$ cat src/rtl/uart_dbg_pkg.sv
// uart_dbg_pkg: shared encodings for the debug UART transmit path
package uart_dbg_pkg;
  typedef enum logic [1:0] {
    IDLE      = 2'b00,
    ARMED     = 2'b01,
    WAIT_DONE = 2'b10,
    RELEASE   = 2'b11
  } arb_state_t;
  localparam int DEF_DATA_W    = 8;
  localparam int REQ_DEBUGGER  = 0;
  localparam int REQ_STEP_DUMP = 1;
endpackage

$ cat src/rtl/rr_pick.sv
// rr_pick: combinational round-robin winner, searching from the slot after last
module rr_pick #(
  parameter int N  = 2,
  parameter int IW = (N > 1) ? $clog2(N) : 1
) (
  input  logic [N-1:0]  req,
  input  logic [IW-1:0] last,
  output logic [N-1:0]  win,
  output logic [IW-1:0] idx
);
  always_comb begin
    win = '0;
    idx = '0;
    // descending offsets so the nearest requester after last is assigned last
    for (int i = N; i >= 1; i--) begin
      if (req[(int'(last) + i) % N]) begin
        win = '0;
        win[(int'(last) + i) % N] = 1'b1;
        idx = IW'((int'(last) + i) % N);
      end
    end
  end
endmodule

$ cat src/rtl/uart_tx_arbiter.sv
// uart_tx_arbiter: packet-atomic round-robin sharing of one UART transmitter with a done watchdog
module uart_tx_arbiter
  import uart_dbg_pkg::*;
#(
  parameter int N_REQ  = 2,
  parameter int DATA_W = DEF_DATA_W,
  parameter int TMO_W  = 16
) (
  input  logic                    clk,
  input  logic                    rst,
  input  logic [N_REQ-1:0]        i_req,
  input  logic [N_REQ-1:0]        i_valid,
  input  logic [N_REQ-1:0]        i_last,
  input  logic [N_REQ*DATA_W-1:0] i_data,
  output logic [N_REQ-1:0]        o_grant,
  output logic [N_REQ-1:0]        o_ready,
  output logic [DATA_W-1:0]       o_data_send,
  output logic                    o_tx_start,
  input  logic                    i_tx_done,
  output logic                    o_busy,
  output logic                    o_timeout
);
  localparam int IW = (N_REQ > 1) ? $clog2(N_REQ) : 1;
  arb_state_t state, state_n;
  logic [N_REQ-1:0] grant_n, ready_n, pick;
  logic [IW-1:0] gidx, gidx_n, last_grant, last_grant_n, pick_idx;
  logic [DATA_W-1:0] data_n;
  logic last_q, last_n, tx_start_n, timeout_n;
  logic [TMO_W-1:0] wdog, wdog_n;

  rr_pick #(.N(N_REQ), .IW(IW)) u_pick (
    .req (i_req),
    .last(last_grant),
    .win (pick),
    .idx (pick_idx)
  );

  always_comb begin
    state_n      = state;
    grant_n      = o_grant;
    gidx_n       = gidx;
    last_grant_n = last_grant;
    data_n       = o_data_send;
    last_n       = last_q;
    tx_start_n   = 1'b0;
    ready_n      = '0;
    timeout_n    = 1'b0;
    wdog_n       = '0;
    case (state)
      IDLE: if (|i_req) begin
        state_n = ARMED;
        grant_n = pick;
        gidx_n  = pick_idx;
      end
      ARMED: if (i_valid[gidx]) begin
        data_n     = i_data[int'(gidx)*DATA_W +: DATA_W];
        last_n     = i_last[gidx];
        tx_start_n = 1'b1;
        ready_n    = o_grant;
        state_n    = WAIT_DONE;
      end else if (!i_req[gidx]) begin
        state_n = RELEASE;
      end
      WAIT_DONE: begin
        wdog_n = wdog + 1'b1;
        // done wins over a simultaneous watchdog expiry; ignored while start is still high
        if (i_tx_done && !o_tx_start) begin
          state_n = last_q ? RELEASE : ARMED;
          wdog_n  = '0;
        end else if (&wdog_n) begin
          timeout_n = 1'b1;
          state_n   = RELEASE;
          wdog_n    = '0;
        end
      end
      RELEASE: begin
        grant_n      = '0;
        last_grant_n = gidx;
        state_n      = IDLE;
      end
      default: state_n = IDLE;
    endcase
  end

  always_ff @(posedge clk) begin
    if (!rst) begin
      state       <= IDLE;
      o_grant     <= '0;
      o_ready     <= '0;
      o_data_send <= '0;
      o_tx_start  <= 1'b0;
      o_timeout   <= 1'b0;
      wdog        <= '0;
      gidx        <= '0;
      last_grant  <= IW'(N_REQ - 1);
      last_q      <= 1'b0;
    end else begin
      state       <= state_n;
      o_grant     <= grant_n;
      o_ready     <= ready_n;
      o_data_send <= data_n;
      o_tx_start  <= tx_start_n;
      o_timeout   <= timeout_n;
      wdog        <= wdog_n;
      gidx        <= gidx_n;
      last_grant  <= last_grant_n;
      last_q      <= last_n;
    end
  end

  assign o_busy = state != IDLE;
endmodule

$ cat config.mk
export PLATFORM = sky130hd
export DESIGN_NAME = uart_tx_arbiter
export DESIGN_NICKNAME = d
export VERILOG_FILES = /design/src/rtl/uart_dbg_pkg.sv /design/src/rtl/rr_pick.sv /design/src/rtl/uart_tx_arbiter.sv
export SDC_FILE = /design/constraint.sdc
export NUM_CORES = 1
export LEC_CHECK = 0
export ABC_AREA = 1
export CAP_MARGIN = 15
export CORE_MARGIN = 8
export CORE_UTILIZATION = 46
export DETAILED_ROUTE_END_ITERATION = 12
export GPL_TIMING_DRIVEN = 0
export PLACE_DENSITY = 0.74
export SLEW_MARGIN = 15
export SYNTH_ARGS = -nofsm -noshare
export SYNTH_HDL_FRONTEND = slang
export SYNTH_SLANG_ARGS = --single-unit
$ cat constraint.sdc
create_clock -name clk -period 1.98 [get_ports clk]
set_input_delay 0.396 -clock clk [delete_from_list [all_inputs] [get_ports clk]]
set_output_delay 0.396 -clock clk [all_outputs]
set_load 0.01 [all_outputs]
-- Word level (Yosys, flattened, before mapping)
Index checks and enable logic that the tools add are counted.
- register bits: 35
- output and inout bits: 15
- word-level logic and storage cells: 77
- add/sub/neg operators: 3
- magnitude comparators: 5
- equal/unequal tests: 6
- shift operators: 1
- multiplexer cells: 31
- bitwise gates (word level): 4
- reduce and logical (&&, ||, !) cells: 17
- operator list (cell ; count):
    2-to-1 mux 1 bit ; 18
    2-to-1 mux 2 bit ; 9
    adder 16 x 1 -> 16 bit (second input constant) ; 1
    AND reduction 16 bit ; 1
    indexed part select 16 x 5 -> 8 bit ; 1
    one-hot mux 2 bit (4 select lines) ; 1
    AND reduction 2 bit ; 4
    less-than comparator 2 x 3 -> 1 bit (second input constant) ; 2
    != test 3 bit (second input constant) ; 2
    AND reduction 3 bit ; 2
    == test 2 bit (second input constant) ; 2
    >= comparator 2 x 1 -> 1 bit (second input constant) ; 2
    one-hot mux 2 bit (2 select lines) ; 1
    nonzero test 2 bit ; 2
    OR reduction 4 bit ; 1
    logical AND 1 bit ; 3
    OR reduction 3 bit ; 1
    adder 1 bit (second input constant) ; 2
    bitwise AND 1 bit (first input constant) ; 2
    demux 1 bit (select 1 bit) ; 2
    == test 2 x 1 -> 1 bit (second input constant) ; 1
    zero test 2 bit ; 1
    less-than comparator 1 x 2 -> 1 bit (second input constant) ; 1
    != test 2 bit (second input constant) ; 1
    3 further kinds ; 4

-- Longest topological paths before layout
Gate-level depths: netlist of run 1.
- depth after elaboration: 10
- mapped depth: 14
- mapped depth without buffers: 14

-- By module
A second synthesis of run 1 with hierarchy kept.
- cell total of the unflattened synthesis: 258
- area, all modules: 1761.7 µm²
- modules (own cells, without submodules) (module ; instances ; cells an instance ; area an instance (µm²) ; sequential area each (µm²)):
    uart_tx_arbiter ; 1 ; 252 ; 1734.2 ; 700.7
    rr_pick ; 1 ; 6 ; 27.5 ; 0.0

-- Worst setup path before layout of run 1
No wires, ideal clock.
- path type: flip-flop to flip-flop
- from: reg wdog[0]
- to: reg wdog[3]
- setup time: 119 ps
- data arrival time: 1591 ps
- required time: 1861 ps
- path slack: 271 ps
- cell stages (with the launch flop): 14
- path buffers: 1
- period minus slack after synthesis: 1709 ps
- path through: dfxtp_1 > ha_1 > inv_1 > nor2_4 > nand2_1 > nand2_1 > nand2_1 > nor2_1 > nand2_1 > nor2_1 > nand3_2 > nand3_4 > buf_8 > nor2_1
- cells in the longest elaborated chain, start to end: 3
- ends and longest elaborated chain (element ; line ; source):
    start, declared ; uart_tx_arbiter.sv:29 ; logic [TMO_W-1:0] wdog, wdog_n;
    start signal, assigned ; uart_tx_arbiter.sv:104 ; wdog <= wdog_n;
    adder 16 x 1 -> 16 bit * ; uart_tx_arbiter.sv:65 ; wdog_n = wdog + 1'b1;
    AND reduction 16 bit ; uart_tx_arbiter.sv:70 ; end else if (&wdog_n) begin
    OR reduction 4 bit (no line) ; - ;
Every way passes the cells marked *; elsewhere a longest branch is shown, timed or not.
A chain may end at the register's enable or synchronous reset.

-- Worst setup path in the final report of run 1
- from: reg state[0]
- to: out o_busy
- cells in the longest elaborated chain, start to end: 1
- ends and longest elaborated chain (element ; line ; source):
    start, declared ; uart_tx_arbiter.sv:24 ; arb_state_t state, state_n;
    start signal, assigned ; uart_tx_arbiter.sv:98 ; state <= state_n;
    nonzero test 2 bit ; uart_tx_arbiter.sv:111 ; assign o_busy = state != IDLE;
    end, declared ; uart_tx_arbiter.sv:20 ; output logic o_busy,
No other way between the ends.

==> results of run 1 <==
stage by stage:
stage / hold WS (ns) / TNS, ns
3_3_place_gp: 0.456 / -0.273
3_5_place_dp: 0.457 / -0.103
4_1_cts: 0.478 / 0
6_report: 0.447 / 0
5_1_grt: 0.463 / 0
2_1_floorplan: 0.439 / 0
cell usage in the layout, fill, tap and decap left out, types with 2 or more instances in the layout:
cell type	netlist	final
a21oi_1	8	8
a31oi_1	9	9
buf_4	0	4
clkbuf_1	4	5
clkbuf_8	0	5
clkdlybuf4s50_1	0	39
dfxtp_1	35	33
inv_1	30	30
nand2_1	86	86
nand3_1	13	13
nand4_1	5	5
nor2_1	35	32
nor2_2	3	5
nor2_4	3	4
nor3b_1	2	2
o21ai_0	11	11
o21bai_1	3	3
layer usage:
layer,track usage (%),share of wire (%),up-vias
li1,-,-,925
met1,17.2,48,772
met2,21.8,44,33
met3,6.41,6.8,6
met4,4.53,1.0,0
met5,0,0,-
final timing paths:
path | end | from | cells after the start
setup / recovery | o_busy | state[0]$_SDFFE_PN0P_ | 3
setup reg to reg | wdog[3]$_SDFF_PP0_ | wdog[0]$_SDFF_PP0_ | 13
hold / removal | wdog[0]$_SDFF_PP0_ | wdog[0]$_SDFF_PP0_ | 1
hold reg to reg | wdog[0]$_SDFF_PP0_ | wdog[0]$_SDFF_PP0_ | 1
power by group through the flow:
stage	Sequential, mW	Combinational (mW)	Clock [mW]
after detailed placement	0.829	0.433	0
after global placement	0.827	0.434	0
after CTS	0.815	0.436	0.514
after floorplan	0.844	0.204	0
final	0.814	0.434	0.499
after global routing	0.823	0.490	0.544
cell families after synthesis:
group / count (synthesis) / synth area share, %
and+or+nand+nor: 152 / 38.3
buffers and inverters: 35 / 8.25
DFF: 35 / 40.6
AOI/OAI and AO/OA: 33 / 10.9
adders and majority gates: 2 / 1.45
xor gates and xnor gates: 1 / 0.507
flip-flops by register name (all words and copies together), names as in the netlist:
| name | flops |
|---|---|
| state | 2 |
| gidx | 1 |
| last_grant | 1 |
| wdog | 16 |
| o_tx_start | 1 |
| o_grant | 2 |
| o_timeout | 1 |
| o_data_send | 8 |
| o_ready | 2 |
| last_q | 1 |
cell type report:
class                   instances  area [um^2]
repair buffers                 43          420
clock buffers                   6         72.6
multi-input cells             188          915
flip-flops and latches         35          706
clock inverters                 2         12.5
well taps                      48         60.1
plain buffers                   5         30.0
inverters                      30          113
fillers                       361         1310
repair_timing:
item | in CTS | in global routing
pin swaps | 0 | 3
setup endpoints to repair | 10 | 18
resized for setup | 2 | 8
setup buffers | 0 | 4
==> results by group, run 1 <==
Floorplan
  • Die ar.: 5970 um^2
  • Chip Height: 77.3 um
  • Core area: 3630 um^2
  • Rows: 22
  • IO Count: 40
  • Starting Density: 47.6%
  • Die width: 77.3 um

Power
  • Gate power share: 24.9%
  • Switching Fraction: 29.6%
  • Clock group share of total power: 28.5%
  • Power Density: 750 nW/um^2
  • Sw power: 0.518 mW
  • Total power: 1.75 mW
  • Peak supply drop: 0.438 mV
  • Register share of total power: 46.6%
  • Int Pwr: 1.23 mW
  • Leakage: 0.883 nW

GRT
  • Vias in the first global route: 1674
  • Total track usage: 14.2%
  • Total gr overflow: 0
  • Largest net degree at the start of global routing: 12
  • Global-route wire length before repair: 7.12 mm
  • Initial antenna violation count: 0

Critical path
  • CP endpoint kind: output pin
  • Crit-path slowest cell: clkdlybuf4s50_1
  • Flop2flop setup slack: 0.17 ns
  • Crit-path max FO: 5
  • Worst path top cell family by delay: buffers and inverters
  • Startpoint Class: register
  • Critical path cell sequence: nor2_1 -> inv_1 -> clkdlybuf4s50_1
  • Crit-path max cell delay: 0.49 ns
  • Buffers & Inverters on Critical Path: 2
  • Req. time, crit path: 1.58 ns
  • WP data arrival: 1.45 ns
  • Critical path class: reg -> out

Status
  • Run status: completed

Drt
  • Initial drt markers: 74
  • # DRC: 0
  • Vias: 1736
  • First-pass iteration count of the detailed router: 4
  • Post-DRT Antenna Nets: 0
  • Via density: 4.86
  • Routed WL: 4.16 mm
  • Avg WL per Cell: 11.6 um

Synth
  • Top_reg_cell synth: dfxtp_1
  • Most frequent cell after synthesis: nand2_1
  • Area contributors post-synth: dfxtp_1 (41%), nand2_1 (19%), nor2_1 (7.6%)
  • Register area share after synthesis: 40.6%
  • Post-synthesis cell count: 258
  • Post-synth cell types: 23
  • Cell area after synthesis: 1730 um^2
  • #FFs+latches synth: 35
  • Post-synth EDFFs: 0
  • Syn avg cell area: 6.70 um^2
  • Commonest cells post-synth: nand2_1 (86), dfxtp_1 (35), nor2_1 (35)
  • Post-synth ARST share: 0%
  • Syn Nets: 285
  • Top cell type by total area after synthesis: dfxtp_1
  • Post-synth top area share: 40.6%
  • Yosys warnings: 0

Clocking
  • CTS H-tree depth: 2
  • Number of buffers inserted by hold repair at cts: 0
  • Longest Clk Path Bufs: 2
  • CTS tree: yes
  • Sink Count: 35
  • Clk_lat worst skew: 0.28 ns
  • Clock slew seen by the registers of the worst setup and hold paths: 0.07 ns
  • CTS buffer count: 5
  • Clock root buffer: clkbuf_8

Place
  • Area after DPL: 2180 um^2
  • I/O Buffers: 39
  • Routability cong.: 0.841
  • Post-DP HPWL: 3.19 mm
  • Inst Count DP: 345
  • Setup slack after placement: -0.0619 ns

Timing
  • RSZ-0062 raised after global routing: false
  • Max Slew Vio Count: 0
  • Post-layout minimum cycle time: 1.84 ns
  • Period utilization: 93.1%
  • F_max: 0.542 GHz
  • Max_slew headroom: 67.4%
  • Setup Skew: 0.00902 ns
  • Slew @ Worst Pin: 0.485 ns
  • Final setup viols: 0
  • Fin worst setup slack: 0.136 ns
  • Hold violation count in the final report: 0

Flow run
  • Max-Cap Viols: 0

Min path
  • Worst min-delay path class: reg -> reg

Finish
  • Share of cells above drive strength 1: 9.06%
  • Final core occ: 64.1%
  • Final nets: 335
  • Final instance area: 2330 um^2
  • ANT cells: 0
  • Finished Layout Cells: 357
  • Layout area overhead: 34.8%
(Power assumes the default switching activity.)
==> run 2, diff against run 1 <==
- CORE_UTILIZATION: 46 -> 30
- PLACE_DENSITY: 0.74 -> unset
==> results by group, run 2 (synthesis gave the netlist of run 1 again) <==
Finish
  • Biggest register: wdog (unchanged)
  • Regs by FF count: wdog: 16 flops, o_data_send: 8 flops (unchanged)
  • Filler cells: 573 (was 361)
  • Commonest non-fill, non-tap cell in the layout: nand2_1 (unchanged)
  • Number of flip-flops in the largest register: 16 (unchanged)
  • Layout area overhead: 36.1% (was 34.8%)
  • Commonest cells after routing, fill and taps aside: nand2_1 (84), clkdlybuf4s50_1 (39), nor2_1 (32), dfxtp_1 (32), inv_1 (30) (was nand2_1 (86), clkdlybuf4s50_1 (39), dfxtp_1 (33), nor2_1 (32), inv_1 (30))
  • ANT cells: 0 (unchanged)
  • Share of cells above drive strength 1: 9.45% (was 9.06%)
  • Final nets: 335 (unchanged)

GRT
  • Largest net degree at the start of global routing: 11 (was 12)
  • Initial antenna violation count: 0 (unchanged)
  • Vias in the first global route: 1636 (was 1674)
  • Total gr overflow: 0 (unchanged)
  • Global-route wire length before repair: 7.44 mm (was 7.12 mm)
  • Total track usage: 10.7% (was 14.2%)

Clocking
  • Clk_lat worst skew: 0.28 ns (about the same)
  • Number of buffers inserted by hold repair at cts: 0 (unchanged)
  • Sink Count: 35 (unchanged)
  • CTS H-tree depth: 2 (unchanged)
  • Longest Clk Path Bufs: 2 (unchanged)
  • Clock root buffer: clkbuf_8 (unchanged)
  • CTS tree: yes (unchanged)
  • Clock slew seen by the registers of the worst setup and hold paths: 0.07 ns (about the same)
  • CTS buffer count: 5 (unchanged)

Floorplan
  • Starting Density: 31.2% (was 47.6%)
  • IO Count: 40 (unchanged)
  • Rows: 27 (was 22)
  • Die ar.: 8440 um^2 (was 5970 um^2)
  • Core area: 5540 um^2 (was 3630 um^2)
  • Chip Height: 91.9 um (was 77.3 um)
  • Die width: 91.9 um (was 77.3 um)

Timing
  • Post-layout minimum cycle time: 1.85 ns (was 1.84 ns)
  • F_max: 0.542 GHz (about the same)
  • Final Hold Slack: 0.449 ns (was 0.447 ns)
  • Max_slew headroom: 63.6% (was 67.4%)
  • Slew @ Worst Pin: 0.541 ns (was 0.485 ns)
  • Max Slew Vio Count: 0 (unchanged)
  • Hold violation count in the final report: 0 (unchanged)
  • Period utilization: 93.2% (was 93.1%)
  • Setup Skew: 0.00382 ns (was 0.00902 ns)
  • Final setup viols: 0 (unchanged)

Status
  • Run status: completed (unchanged)

Critical path
  • WP data arrival: 1.45 ns (about the same)
  • Critical path class: reg -> out (unchanged)
  • Critical path cell sequence: nor2_1 -> inv_1 -> clkdlybuf4s50_1 (unchanged)
  • Crit-path slowest cell: clkdlybuf4s50_1 (unchanged)
  • Startpoint Class: register (unchanged)
  • Crit-path max cell delay: 0.49 ns (about the same)
  • Crit-path max FO: 5 (unchanged)
  • Req. time, crit path: 1.58 ns (about the same)
  • CP endpoint kind: output pin (unchanged)

Drt
  • First-pass iteration count of the detailed router: 5 (was 4)
  • Vias: 1699 (was 1736)
  • Routed WL: 4.32 mm (was 4.16 mm)
  • # DRC: 0 (unchanged)
  • Avg WL per Cell: 11.4 um (was 11.6 um)
  • Via density: 4.48 (was 4.86)
  • Post-DRT Antenna Nets: 0 (unchanged)
  • Initial drt markers: 128 (was 74)

Place
  • Post-DP HPWL: 3.29 mm (was 3.19 mm)
  • I/O Buffers: 39 (unchanged)
  • Routability cong.: 0.797 (was 0.841)

Power
  • Power Density: 738 nW/um^2 (was 750 nW/um^2)
  • Peak supply drop: 0.399 mV (was 0.438 mV)
  • Total power: 1.74 mW (was 1.75 mW)
  • Leakage: 0.880 nW (was 0.883 nW)

Min path
  • Worst min-delay path class: reg -> reg (unchanged)

Flow run
  • Max-Cap Viols: 0 (unchanged)
run 2: cell count changes in the layout (fill, tap and decap cells not counted), sizes merged:
cell / before / now
clkinv: 1 / 0
clkinvlp: 1 / 0
run 2: metal layers:
metal / GRT usage [%] / wire length, um
met1: 13.0 / 2110
met2: 16.2 / 1840
met3: 5.54 / 348
met4: 2.82 / 27
met5: 0 / 0
run 2: final timing paths:
kind              depth (start not counted)                   from  slack [ns]                   to
setup / recovery                          3  state[0]$_SDFFE_PN0P_        0.13               o_busy
hold / removal                            1     wdog[0]$_SDFF_PP0_        0.45   wdog[0]$_SDFF_PP0_
setup reg to reg                         13     wdog[0]$_SDFF_PP0_        0.18  wdog[12]$_SDFF_PP0_
hold reg to reg                           1     wdog[0]$_SDFF_PP0_        0.45   wdog[0]$_SDFF_PP0_
run 2: layout make-up:
| type | instances | area (um^2) | area share [%] |
|---|---|---|---|
| buffer | 5 | 30.0 | 1.28 |
| clock buffer | 6 | 72.6 | 3.09 |
| inverter | 30 | 113 | 4.79 |
| multi-input combinational | 188 | 920 | 39.1 |
| sequential | 35 | 707 | 30.1 |
| tap | 72 | 90.1 | 3.83 |
| timing repair buffer | 43 | 420 | 17.9 |
run 2: per-stage QoR:
| step | area (um^2) | util, % | std cells | TNS, ns | worst slack [ns] |
|---|---|---|---|---|---|
| after floorplan | 1730 | - | 258 | 0 | 0.271 |
| after global placement | 2210 | 39.9 | 369 | -1.30 | -0.124 |
| after detailed placement | 2210 | 39.9 | 369 | -1.28 | -0.134 |
| after CTS | 2290 | 41.3 | 375 | 0 | 0.00216 |
| after global routing | 2350 | 42.5 | 379 | -0.00993 | -0.00397 |
| final | 2350 | 42.5 | 379 | 0 | 0.134 |
run 2: timing repair:
item,CTS,global route
setup buffers,0,4
pin swaps,0,1
setup endpoints to repair,11,18
gates resized for setup,3,10
run 2: worst max-delay path, delay by kind of cell (launching register included):
| family | cells | cell delay (ns) |
|---|---|---|
| DFF | 1 | 0.35 |
| and+or+nand+nor | 1 | 0.22 |
| buffers and inverters | 2 | 0.59 |
run 2: where the power goes:
part	internal (mW)	leakage, nW	switching, mW
registers	0.772	0.286	0.0420
clock network	0.235	0.0371	0.248
logic	0.214	0.557	0.225
